`src/rtl/alu_cmd_sequencer.sv`:
```
// Handshaked command front-end for the 8-bit ALU: issues operands, waits ALU_LAT edges,
// captures result/flags into a response FIFO. Define ALU_SEQ_ZCHECK_EN to add the zchk_err output.
module alu_cmd_sequencer #(
  parameter int WIDTH     = 8,
  parameter int SEL_W     = 3,
  parameter int ALU_LAT   = 1,
  parameter int RSP_DEPTH = 4
) (
  input  logic             clk,
  input  logic             reset,
  input  logic             cmd_valid,
  output logic             cmd_ready,
  input  logic [WIDTH-1:0] cmd_a,
  input  logic [WIDTH-1:0] cmd_b,
  input  logic [SEL_W-1:0] cmd_sel,
  output logic [WIDTH-1:0] alu_inA,
  output logic [WIDTH-1:0] alu_inB,
  output logic [SEL_W-1:0] alu_sel,
  input  logic [WIDTH-1:0] alu_result,
  input  logic             alu_zero,
  input  logic             alu_carry,
  input  logic             alu_overF,
  output logic             rsp_valid,
  input  logic             rsp_ready,
  output logic [WIDTH-1:0] rsp_result,
  output logic             rsp_zero,
  output logic             rsp_carry,
  output logic             rsp_overF,
  output logic             busy
`ifdef ALU_SEQ_ZCHECK_EN
  ,
  output logic             zchk_err
`endif
);

  // state   | meaning
  // IDLE    | ready for a command when the response FIFO has room
  // WAIT    | ALU inputs driven, counting down the ALU latency
  // CAPTURE | ALU outputs valid this edge, push them into the FIFO
  typedef enum logic [1:0] {S_IDLE, S_WAIT, S_CAPTURE} state_t;

  localparam int PW  = (RSP_DEPTH > 1) ? $clog2(RSP_DEPTH) : 1;
  localparam int CW  = PW + 1;
  localparam int EW  = WIDTH + 3;
  localparam int WCW = 3;

  state_t           state_q, state_d;
  logic [WCW-1:0]   wcnt;
  logic [CW-1:0]    count;
  logic [PW-1:0]    wr_ptr, rd_ptr;
  logic [EW-1:0]    mem [RSP_DEPTH];
  logic             accept, push, pop;

  assign accept = cmd_valid && cmd_ready;
  assign pop    = rsp_valid && rsp_ready;

  always_ff @(posedge clk or negedge reset) begin
    if (!reset) state_q <= S_IDLE;
    else        state_q <= state_d;
  end

  always_comb begin
    state_d = state_q;
    case (state_q)
      S_IDLE:    if (accept) state_d = (ALU_LAT == 0) ? S_CAPTURE : S_WAIT;
      S_WAIT:    if (wcnt == WCW'(1)) state_d = S_CAPTURE;
      S_CAPTURE: state_d = S_IDLE;
      default:   state_d = S_IDLE;
    endcase
  end

  always_comb begin
    cmd_ready = 1'b0;
    push      = 1'b0;
    busy      = 1'b1;
    case (state_q)
      S_IDLE: begin
        cmd_ready = (count < CW'(RSP_DEPTH));
        busy      = 1'b0;
      end
      S_CAPTURE: push = 1'b1;
      default: ;
    endcase
  end

  // ALU drive registers hold the last command until the next accept
  always_ff @(posedge clk or negedge reset) begin
    if (!reset) begin
      alu_inA <= '0;
      alu_inB <= '0;
      alu_sel <= '0;
      wcnt    <= '0;
    end else if (accept) begin
      alu_inA <= cmd_a;
      alu_inB <= cmd_b;
      alu_sel <= cmd_sel;
      wcnt    <= WCW'(ALU_LAT);
    end else if (state_q == S_WAIT) begin
      wcnt    <= wcnt - WCW'(1);
    end
  end

  always_ff @(posedge clk or negedge reset) begin
    if (!reset) begin
      wr_ptr <= '0;
      rd_ptr <= '0;
      count  <= '0;
      for (int i = 0; i < RSP_DEPTH; i++) mem[i] <= '0;
    end else begin
      if (push) begin
        mem[wr_ptr] <= {alu_result, alu_zero, alu_carry, alu_overF};
        wr_ptr      <= wr_ptr + PW'(1);
      end
      if (pop) rd_ptr <= rd_ptr + PW'(1);
      case ({push, pop})
        2'b10:   count <= count + CW'(1);
        2'b01:   count <= count - CW'(1);
        default: ;
      endcase
    end
  end

  assign rsp_valid = (count != '0);
  assign {rsp_result, rsp_zero, rsp_carry, rsp_overF} = mem[rd_ptr];

`ifdef ALU_SEQ_ZCHECK_EN
  always_ff @(posedge clk or negedge reset) begin
    if (!reset)
      zchk_err <= 1'b0;
    else if (push && (alu_zero != (alu_result == '0)))
      zchk_err <= 1'b1;
  end
`endif

endmodule

```
`config.mk`:
```
export PLATFORM = sky130hd
export DESIGN_NAME = alu_cmd_sequencer
export DESIGN_NICKNAME = d
export VERILOG_FILES = /design/src/rtl/alu_cmd_sequencer.sv
export SDC_FILE = /design/constraint.sdc
export NUM_CORES = 1
export LEC_CHECK = 0
export BUFFER_PORTS_ARGS = -buffer_cell sky130_fd_sc_hd__buf_2
export CORE_ASPECT_RATIO = 0.5
export CORE_MARGIN = 5
export CORE_UTILIZATION = 47
export CTS_CLUSTER_DIAMETER = 120
export CTS_CLUSTER_SIZE = 20
export DETAILED_ROUTE_END_ITERATION = 6
export GPL_ROUTABILITY_DRIVEN = 0
export GPL_TIMING_DRIVEN = 0
export PLACE_DENSITY = 0.66
export SYNTH_ARGS = -nofsm -noshare
export SYNTH_HDL_FRONTEND = slang
export SYNTH_SLANG_ARGS = --single-unit
```
`constraint.sdc`:
```
create_clock -name clk -period 5.31 [get_ports clk]
set_clock_uncertainty 0.15 [all_clocks]
set_input_delay 0.2655 -clock clk [delete_from_list [all_inputs] [get_ports clk]]
set_output_delay 0.2655 -clock clk [all_outputs]
set_load 0.05 [all_outputs]
```
==> impl_metrics.py, run 1 <==
metrics = {
    "hold_path": {
        "worstHoldEndpoint": "alu_inA[7]",
        "hp-start": "cmd_a[7]",
        "min_path_type": "in2reg",
        "min_path_cells": 2,
    },
    "timing": {
        "hold_viol": 0,
        "rsz0062_at_grt": "false",
        "post-route-min-period_ns": 2.26,
        "worst_slew_pin_slew_ns": 0.949,
        "layout_setup_ws_ns": 3.05,
        "fmax_ghz": 0.443,
        "drv_slew": 0,
        "max_slew_margin_pct": 36.8,
        "final.setup.tns_ns": 0,
        "finalCritPeriodShare_pct": 42.5,
        "setup_viol": 0,
    },
    "global_route": {
        "grt_pass1_vias": 2219,
        "antenna_found_initial": 1,
        "overflow": 0,
        "grt_max_degree": 76,
        "grtUsageTotal_pct": 15.4,
        "grt_pass1_wl_um": 11300,
    },
    "logic_synthesis": {
        "ys.flop_type": "dfrtp_1",
        "synth_fa_ha_area_share_pct": 3.06,
        "synth-simple-area-share_pct": 3.95,
        "syn_inst": 209,
        "synth_cell_types": 29,
        "synthTopCellsByArea": "dfrtp_1 (53%), mux2_4 (21%), mux4_2 (7.0%)",
        "muxShareOfSynthArea_pct": 33.1,
        "syn_area_sq_um": 3520,
        "synth-compound-area-share_pct": 1.39,
        "async_flop_share_pct": 100,
        "synth_edf_count": 0,
        "synth_xor_xnor_area_share_pct": 1.49,
        "synth_top_cell_area_share_pct": 53.3,
        "avgSynthCellArea_sq_um": 16.8,
        "synth_fp_nets": 251,
        "synth.largest_area_cell": "dfrtp_1",
        "ys_seq_area_share_pct": 53.3,
        "synth_top_family_by_area": "multiplexers",
        "ys_warn_count": 0,
        "ys_seq_elements": 75,
    },
    "placed_design": {
        "io_buffers": 66,
        "post-place-cells": 371,
        "placed_cell_area_sq_um": 3970,
        "pre_cts_ws_ns": 3.27,
        "dp.final_hpwl_um": 4480,
    },
    "outcome": {
        "status": "finished, final reports clean",
    },
    "setup_path": {
        "critPathMaxFanout": 10,
        "reg2reg_setup_slack_ns": 3.28,
        "worst-setup-path-type": "reg2out",
        "reg2reg_depth": 9,
        "worst_ep_required_time_ns": 4.89,
        "crit_arrival_ns": 1.84,
        "end_kind": "output pin",
        "reg2reg_to": "count[2]",
        "start_kind": "flip-flop",
        "worstReg2RegStart": "state_q[1]",
    },
    "final_layout": {
        "drive_gt1_share_pct": 57.5,
        "fill_cells": 554,
        "antenna-diode-count": 0,
        "fin_cells": 395,
        "final_common_cell": "dfrtp_1",
        "final_cell_mix": "dfrtp_1 (75), buf_2 (66), mux2_4 (50)",
        "finalInstanceArea_sq_um": 4380,
        "final_nets": 336,
        "area_growth_syn_to_layout_pct": 24.4,
    },
    "clock_network": {
        "cts_tree": "yes",
        "cts_setup_buffers": 0,
        "clk_pin_slew_ns": 0.06,
        "insertion_delay_ns": 0.34,
        "htree_levels": 3,
        "clk_path_buf_depth": 2,
        "root_buffer": "clkbuf_16",
        "cts_sinks": 75,
        "cts_resized": 0,
        "cts_made_buffers": 9,
    },
    "die": {
        "die_h_um": 71.2,
        "die-area_sq_um": 9420,
        "ioPinCount": 67,
        "start_util_pct": 48.3,
        "dieWidth_um": 132,
        "rows": 22,
        "core_area_sq_um": 7290,
    },
    "detailed_routing": {
        "drt_pre_antenna_iters": 4,
        "drc": 0,
        "detail-route-antenna-nets": 0,
        "wl_per_cell_um": 16.9,
        "vias_per_cell": 5.02,
        "wirelength_um": 6670,
        "drt_iter0_drc": 134,
        "via_count": 1983,
    },
    "flow_run": {
        "maxCapViolCount": 0,
    },
}
==> what timing repair did <==
| action | 4_1_cts | 5_1_grt |
|---|---|---|
| endpoints found under the hold margin | 82 | 0 |
| hold buffers | 8 | 0 |
| setup endpoints to repair | 0 | 0 |
==> critical path, stage by stage, from the launching register on <==
cell and delay [ns]:
dfrtp_1 0.46, buf_4 0.28, mux4_2 0.54, buf_2 0.23
==> cells in the mapped netlist, types with 2 or more instances <==
| cell type | instances |
|---|---|
| ha_1 | 7 |
| mux2_2 | 13 |
| dfrtp_1 | 75 |
| nand2b_1 | 2 |
| nor2_1 | 4 |
| xnor2_1 | 3 |
| xor2_1 | 3 |
| nand2_1 | 4 |
| nand2_4 | 4 |
| mux2_4 | 50 |
| o21ai_0 | 3 |
| mux4_2 | 11 |
| mux2i_1 | 2 |
| buf_6 | 6 |
| inv_1 | 8 |
==> cells by family (layout without fill, tap and decap cells) <==
family / after synthesis / after routing
XOR/XNOR: 6 / 6
adder cells (fa/ha/maj): 8 / 8
multiplexers: 76 / 76
flip-flops: 75 / 75
AO/OA/AOI/OAI: 7 / 7
buffers and inverters: 17 / 107
AND/OR/NAND/NOR: 20 / 20
==> state kept, by name, summed over array words and instances, names as in the netlist <==
signal   count
alu_inA      8
alu_inB      8
alu_sel      3
count        3
mem         44
rd_ptr       2
state_q      2
wcnt         3
wr_ptr       2
==> metrics by stage <==
stage | utilization (%) | hold WS, ns
after floorplan | - | -0.180
after global placement | 54.4 | 0.323
after detailed placement | 54.5 | 0.328
after CTS | 60.0 | 0.00198
after global routing | 60.0 | 0.00155
final | 60.0 | 0.00877
==> metal layers <==
layer | part of all wire (%) | vias to the layer above | GRT usage, %
li1 | - | 903 | -
met1 | 45 | 1030 | 19.2
met2 | 48 | 39 | 24.6
met3 | 5.0 | 9 | 6.53
met4 | 1.2 | 2 | 5.08
met5 | 0.20 | - | 0
==> worst max path at each step <==
stage / start / to / slack [ns] / cells after the start
after floorplan: state_q[1] / count[2] / 3.39 / 9
after global placement: state_q[1] / count[2] / 3.30 / 9
after detailed placement: state_q[1] / count[2] / 3.27 / 9
after CTS: rd_ptr[0] / rsp_result[4] / 3.01 / 3
after global routing: rd_ptr[0] / rsp_result[3] / 2.97 / 3
final: rd_ptr[0] / rsp_result[3] / 3.05 / 3
==> final cells by class <==
type,instances,area [sq um],area share (%)
Clock inverter,7,98.8,2.26
Tap cell,96,120,2.74
Buffer,9,100,2.29
Timing Repair Buffer,74,413,9.43
Sequential cell,75,1880,42.9
Inverter,8,30.0,0.686
Clock buffer,9,225,5.15
Multi-Input combinational cell,117,1510,34.6
Power of run 1 is left out: the tool's default activity adds up to more than one toggle a clock period on the data nets, which glitch-free logic cannot reach.
==> inputs of run 2 (changes only) <==
--- a/config.mk
+++ b/config.mk
@@ -14,7 +14,7 @@
 export DETAILED_ROUTE_END_ITERATION = 6
 export GPL_ROUTABILITY_DRIVEN = 0
 export GPL_TIMING_DRIVEN = 0
-export PLACE_DENSITY = 0.66
+export PLACE_DENSITY = 0.69
 export SYNTH_ARGS = -nofsm -noshare
 export SYNTH_HDL_FRONTEND = slang
 export SYNTH_SLANG_ARGS = --single-unit
==> constraint.sdc (replaced) <==
create_clock -name clk -period 1.8 [get_ports clk]
set_clock_uncertainty 0.15 [all_clocks]
set_input_delay 0.09 -clock clk [delete_from_list [all_inputs] [get_ports clk]]
set_output_delay 0.09 -clock clk [all_outputs]
set_load 0.05 [all_outputs]
==> impl_metrics.py, run 2 (synthesis results as in run 1) <==
metrics = {
    "power": {
        "pwr-share-clk_pct": 16.7,
        "power.share.sequential_pct": 28.9,
        "total_power_mw": 10.7,
        "power_frac_comb_pct": 54.4,
        "p_switching_mw": 4.26,
        "irDropWorstVdd_mv": 0.937,
        "p_per_area_nw_per_um2": 2220,
        "power_leakage_nw": 2.38,
        "p_int_mw": 6.41,
        "power_switching_share_pct": 39.9,
    },
    "setup_path": {
        "worst_ep_required_time_ns": 1.56,
        "crit_arrival_ns": 1.58,
        "worst-setup-path-type": "reg2out",
        "critPathMaxFanout": 9,
        "end_kind": "output pin",
        "start_kind": "flip-flop",
    },
    "clock_network": {
        "htree_levels": 3,
        "clk_pin_slew_ns": 0.05,
        "cts_tree": "yes",
        "root_buffer": "clkbuf_16",
        "clk_path_buf_depth": 2,
        "insertion_delay_ns": 0.33,
        "cts_made_buffers": 9,
        "cts_sinks": 75,
    },
    "detailed_routing": {
        "via_count": 2118,
        "wl_per_cell_um": 16.7,
        "wirelength_um": 7200,
        "drt_pre_antenna_iters": 4,
        "detail-route-antenna-nets": 0,
        "drc": 0,
        "vias_per_cell": 4.91,
        "drt_iter0_drc": 109,
    },
    "final_layout": {
        "regMostFlops": "mem",
        "fin_cells": 431,
        "final_common_cell": "dfrtp_1",
        "finalInstanceArea_sq_um": 4820,
        "area_growth_syn_to_layout_pct": 36.9,
        "seq_area_sq_um": 1880,
        "largest_register_ffs": 44,
        "final_cell_mix": "dfrtp_1 (73), buf_2 (54), mux2_4 (50)",
        "antenna-diode-count": 0,
        "drive_gt1_share_pct": 56.7,
        "fill_cells": 511,
        "multi_input_area_sq_um": 1540,
        "final_nets": 373,
        "top_regs": "mem (44), alu_inA (8), alu_inB (8)",
    },
    "timing": {
        "fmax_ghz": 0.549,
        "rsz0062_at_grt": "true",
        "layout_setup_ws_ns": -0.0208,
        "worst_slew_pin_slew_ns": 0.927,
        "post-route-min-period_ns": 1.82,
        "drv_slew": 0,
        "hold_viol": 0,
        "finalCritPeriodShare_pct": 101,
        "max_slew_margin_pct": 38.2,
        "setup_viol": 1,
    },
    "die": {
        "die-area_sq_um": 9420,
        "start_util_pct": 48.3,
        "ioPinCount": 67,
        "core_area_sq_um": 7290,
        "rows": 22,
        "dieWidth_um": 132,
        "die_h_um": 71.2,
    },
    "global_route": {
        "overflow": 0,
        "grt_pass1_vias": 2423,
        "grtUsageTotal_pct": 16.1,
        "antenna_found_initial": 0,
        "grt_pass1_wl_um": 11900,
        "grt_max_degree": 76,
    },
    "hold_path": {
        "min_path_type": "in2reg",
    },
    "outcome": {
        "status": "complete, but fails checks",
        "violations": "negative setup slack",
    },
    "flow_run": {
        "maxCapViolCount": 0,
    },
    "placed_design": {
        "placed_cell_area_sq_um": 3990,
        "dp.final_hpwl_um": 4500,
        "pre_cts_ws_ns": -0.181,
        "post-place-cells": 371,
        "io_buffers": 66,
    },
}
-- run 2: timing repair --
item,4_1_cts,5_1_grt
resized for setup,29,4
pin swaps,4,7
endpoints found under the setup margin,13,23
buffers inserted,9,5
hold buffers,31,0
gates cloned,0,1
endpoints found under the hold margin,138,0
-- run 2: power groups by stage --
stage / clock network [mW] / logic (mW) / registers [mW]
2_1_floorplan: 0 / 3.45 / 3.75
3_3_place_gp: 0 / 4.98 / 3.05
3_5_place_dp: 0 / 5.10 / 3.11
4_1_cts: 1.81 / 5.75 / 3.08
5_1_grt: 1.89 / 6.13 / 3.19
6_report: 1.78 / 5.81 / 3.09
-- run 2: routing by layer --
layer  vias to the layer above  GRT usage, %  part of all wire, %
met2                        36          26.3                   50
li1                        980             -                    -
met4                         0          6.09                  2.2
met3                        16          5.40                  3.3
met5                         -             0                    0
met1                      1086          20.2                   44
-- run 2: final cells by class --
type / count / share of cell area, %
Timing Repair Buffer: 112 / 17.6
Clock buffer: 13 / 5.40
Inverter: 8 / 0.623
Multi-Input combinational cell: 117 / 31.9
Clock inverter: 2 / 0.727
Buffer: 8 / 2.23
Sequential cell: 75 / 39.0
Tap cell: 96 / 2.49
-- run 2: final timing paths --
path                            start       endpoint  slack, ns  cells past startpoint
setup / recovery            rd_ptr[0]  rsp_result[1]      -0.02                      3
hold / removal              cmd_valid     state_q[0]       0.07                      4
setup reg to reg           state_q[1]     alu_inA[2]       0.02                      6
hold reg to reg                mem[5]         mem[5]       0.36                      1
max in group asynchronous       reset      rd_ptr[0]       0.54                      2
min in group asynchronous       reset     alu_sel[0]       0.28                      2
-- run 2: metrics by stage --
stage | hold slack, ns | utilization [%] | setup TNS (ns)
3_3_place_gp | 0.172 | 54.7 | -0.122
6_report | 0.0694 | 66.0 | -0.0208
5_1_grt | 0.139 | 66.0 | -0.789
2_1_floorplan | -0.356 | - | -0.0402
4_1_cts | 0.0527 | 65.0 | -0.0593
3_5_place_dp | 0.140 | 54.7 | -0.298
-- run 2: worst max-delay path, stage by stage (launching register included) --
cell,delay [ns]
dfrtp_2,0.39
buf_12,0.15
mux4_2,0.53
buf_6,0.18
No activity file was read; power rests on OpenSTA's default activity.
==> inputs of run 3 (changes only) <==
==> constraint.sdc (replaced) <==
create_clock -name clk -period 1.8 [get_ports clk]
set_clock_uncertainty 0.15 [all_clocks]
set_input_delay 0.18 -clock clk [delete_from_list [all_inputs] [get_ports clk]]
set_output_delay 0.18 -clock clk [all_outputs]
set_load 0.05 [all_outputs]
==> impl_metrics.py, run 3 (synthesis results as in run 1) <==
metrics = {
    "timing": {
        "max_slew_margin_pct": 38.2,
        "finalCritPeriodShare_pct": 105,
        "worst_slew_pin_slew_ns": 0.927,
        "post-route-min-period_ns": 1.90,
        "setup_viol": 11,
        "layout_setup_ws_ns": -0.0969,
        "fmax_ghz": 0.527,
        "rsz0062_at_grt": "true",
        "hold_viol": 0,
        "drv_slew": 0,
    },
    "final_layout": {
        "multi_input_area_sq_um": 1540,
        "seq_area_sq_um": 1880,
        "top_regs": "mem (44), alu_inA (8), alu_inB (8)",
        "drive_gt1_share_pct": 56.9,
        "final_common_cell": "dfrtp_1",
        "area_growth_syn_to_layout_pct": 36.9,
        "final_cell_mix": "dfrtp_1 (73), buf_2 (52), mux2_4 (50)",
        "regMostFlops": "mem",
        "fill_cells": 506,
        "antenna-diode-count": 0,
        "post-route-util_pct": 66.1,
        "final_nets": 372,
        "finalInstanceArea_sq_um": 4820,
        "largest_register_ffs": 44,
    },
    "power": {
        "power_switching_share_pct": 39.9,
        "pwr-share-clk_pct": 16.6,
        "p_per_area_nw_per_um2": 2220,
        "p_switching_mw": 4.27,
        "irDropWorstVdd_mv": 1.02,
        "power_leakage_nw": 2.38,
        "p_int_mw": 6.43,
        "power_frac_comb_pct": 54.6,
        "power.share.sequential_pct": 28.8,
    },
    "outcome": {
        "status": "complete, but fails checks",
        "violations": "negative setup slack",
    },
    "die": {
        "ioPinCount": 67,
        "start_util_pct": 48.3,
        "die-area_sq_um": 9420,
        "die_h_um": 71.2,
        "core_area_sq_um": 7290,
        "dieWidth_um": 132,
        "rows": 22,
    },
    "detailed_routing": {
        "vias_per_cell": 4.93,
        "wl_met2_um": 3600,
        "drc": 0,
        "drt_pre_antenna_iters": 4,
        "top_layer": "met4",
        "wirelength_um": 7180,
        "drt_iter0_drc": 135,
        "via_count": 2121,
        "dr_wl_met3_um": 199,
        "wl_per_cell_um": 16.7,
        "detail-route-antenna-nets": 0,
        "wl_met1_um": 3230,
    },
    "global_route": {
        "grt_pass1_vias": 2411,
        "grtUsageTotal_pct": 16.1,
        "antenna_found_initial": 0,
        "grt_max_degree": 76,
        "overflow": 0,
        "grt_pass1_wl_um": 11900,
    },
    "clock_network": {
        "root_buffer": "clkbuf_16",
        "insertion_delay_ns": 0.33,
        "cts_tree": "yes",
        "cts_made_buffers": 9,
        "htree_levels": 3,
        "clk_path_buf_depth": 2,
        "cts_sinks": 75,
        "clk_pin_slew_ns": 0.05,
    },
    "placed_design": {
        "dp.final_hpwl_um": 4500,
        "placed_cell_area_sq_um": 3990,
        "io_buffers": 66,
        "pre_cts_ws_ns": -0.181,
    },
    "flow_run": {
        "maxCapViolCount": 0,
    },
    "setup_path": {
        "end_kind": "output pin",
        "critPathMaxFanout": 9,
        "worst-setup-path-type": "reg2out",
        "crit_arrival_ns": 1.57,
        "worst_ep_required_time_ns": 1.47,
        "start_kind": "flip-flop",
    },
    "hold_path": {
        "min_path_type": "in2reg",
    },
}
-- run 3: cell count changes in the layout (fill, tap and decap cells not counted), sizes merged --
cell / change
buf: -1
-- run 3: repair_timing --
action	CTS	global route
hold buffers	31	0
endpoints found under the hold margin	138	0
setup endpoints to repair	13	25
setup buffers	9	4
gates cloned	0	1
pin swaps	4	1
resized for setup	29	9
-- run 3: layout make-up --
cell class                 instances  area share, %
sequential                        75           39.0
multi-input combinational        117           31.9
timing repair buffer             111           17.6
clock buffer                      13           5.40
tap                               96           2.49
buffer                             8           2.23
clock inverter                     2          0.727
inverter                           8          0.623
-- run 3: critical path: stages (launching register included) --
cell	delay [ns]
dfrtp_2	0.38
buf_12	0.15
mux4_2	0.53
buf_6	0.18
-- run 3: per-stage QoR --
stage	total power [mW]	setup TNS (ns)	hold slack, ns	instances
floorplan	7.20	-0.0402	-0.266	209
global placement	8.03	-0.441	0.262	371
detailed placement	8.21	-0.679	0.230	371
CTS	10.6	-1.02	0.143	425
global route	11.2	-1.69	0.229	430
finish	10.7	-0.781	0.158	430
-- run 3: path summary, 6_finish.rpt --
path,start,to,slack (ns),cells after the start
setup / recovery,rd_ptr[0],rsp_result[1],-0.1,3
hold / removal,cmd_valid,state_q[0],0.16,4
setup reg to reg,state_q[1],alu_inA[2],0.01,6
hold reg to reg,mem[5],mem[5],0.36,1
max in group asynchronous,reset,rd_ptr[0],0.46,2
min in group asynchronous,reset,alu_sel[0],0.37,2
-- run 3: metal layers --
| layer | global-route usage (%) | up-vias |
|---|---|---|
| met1 | 20.3 | 1094 |
| met5 | 0 | - |
| met3 | 5.40 | 16 |
| met2 | 26.1 | 32 |
| li1 | - | 979 |
| met4 | 6.09 | 0 |
-- run 3: power by group through the flow --
stage                     combinational [mW]  sequential, mW  clock [mW]
after global routing                    6.14            3.18        1.89
after floorplan                         3.45            3.75           0
final                                   5.83            3.08        1.78
after detailed placement                5.10            3.11           0
after global placement                  4.98            3.05           0
after CTS                               5.74            3.08        1.81
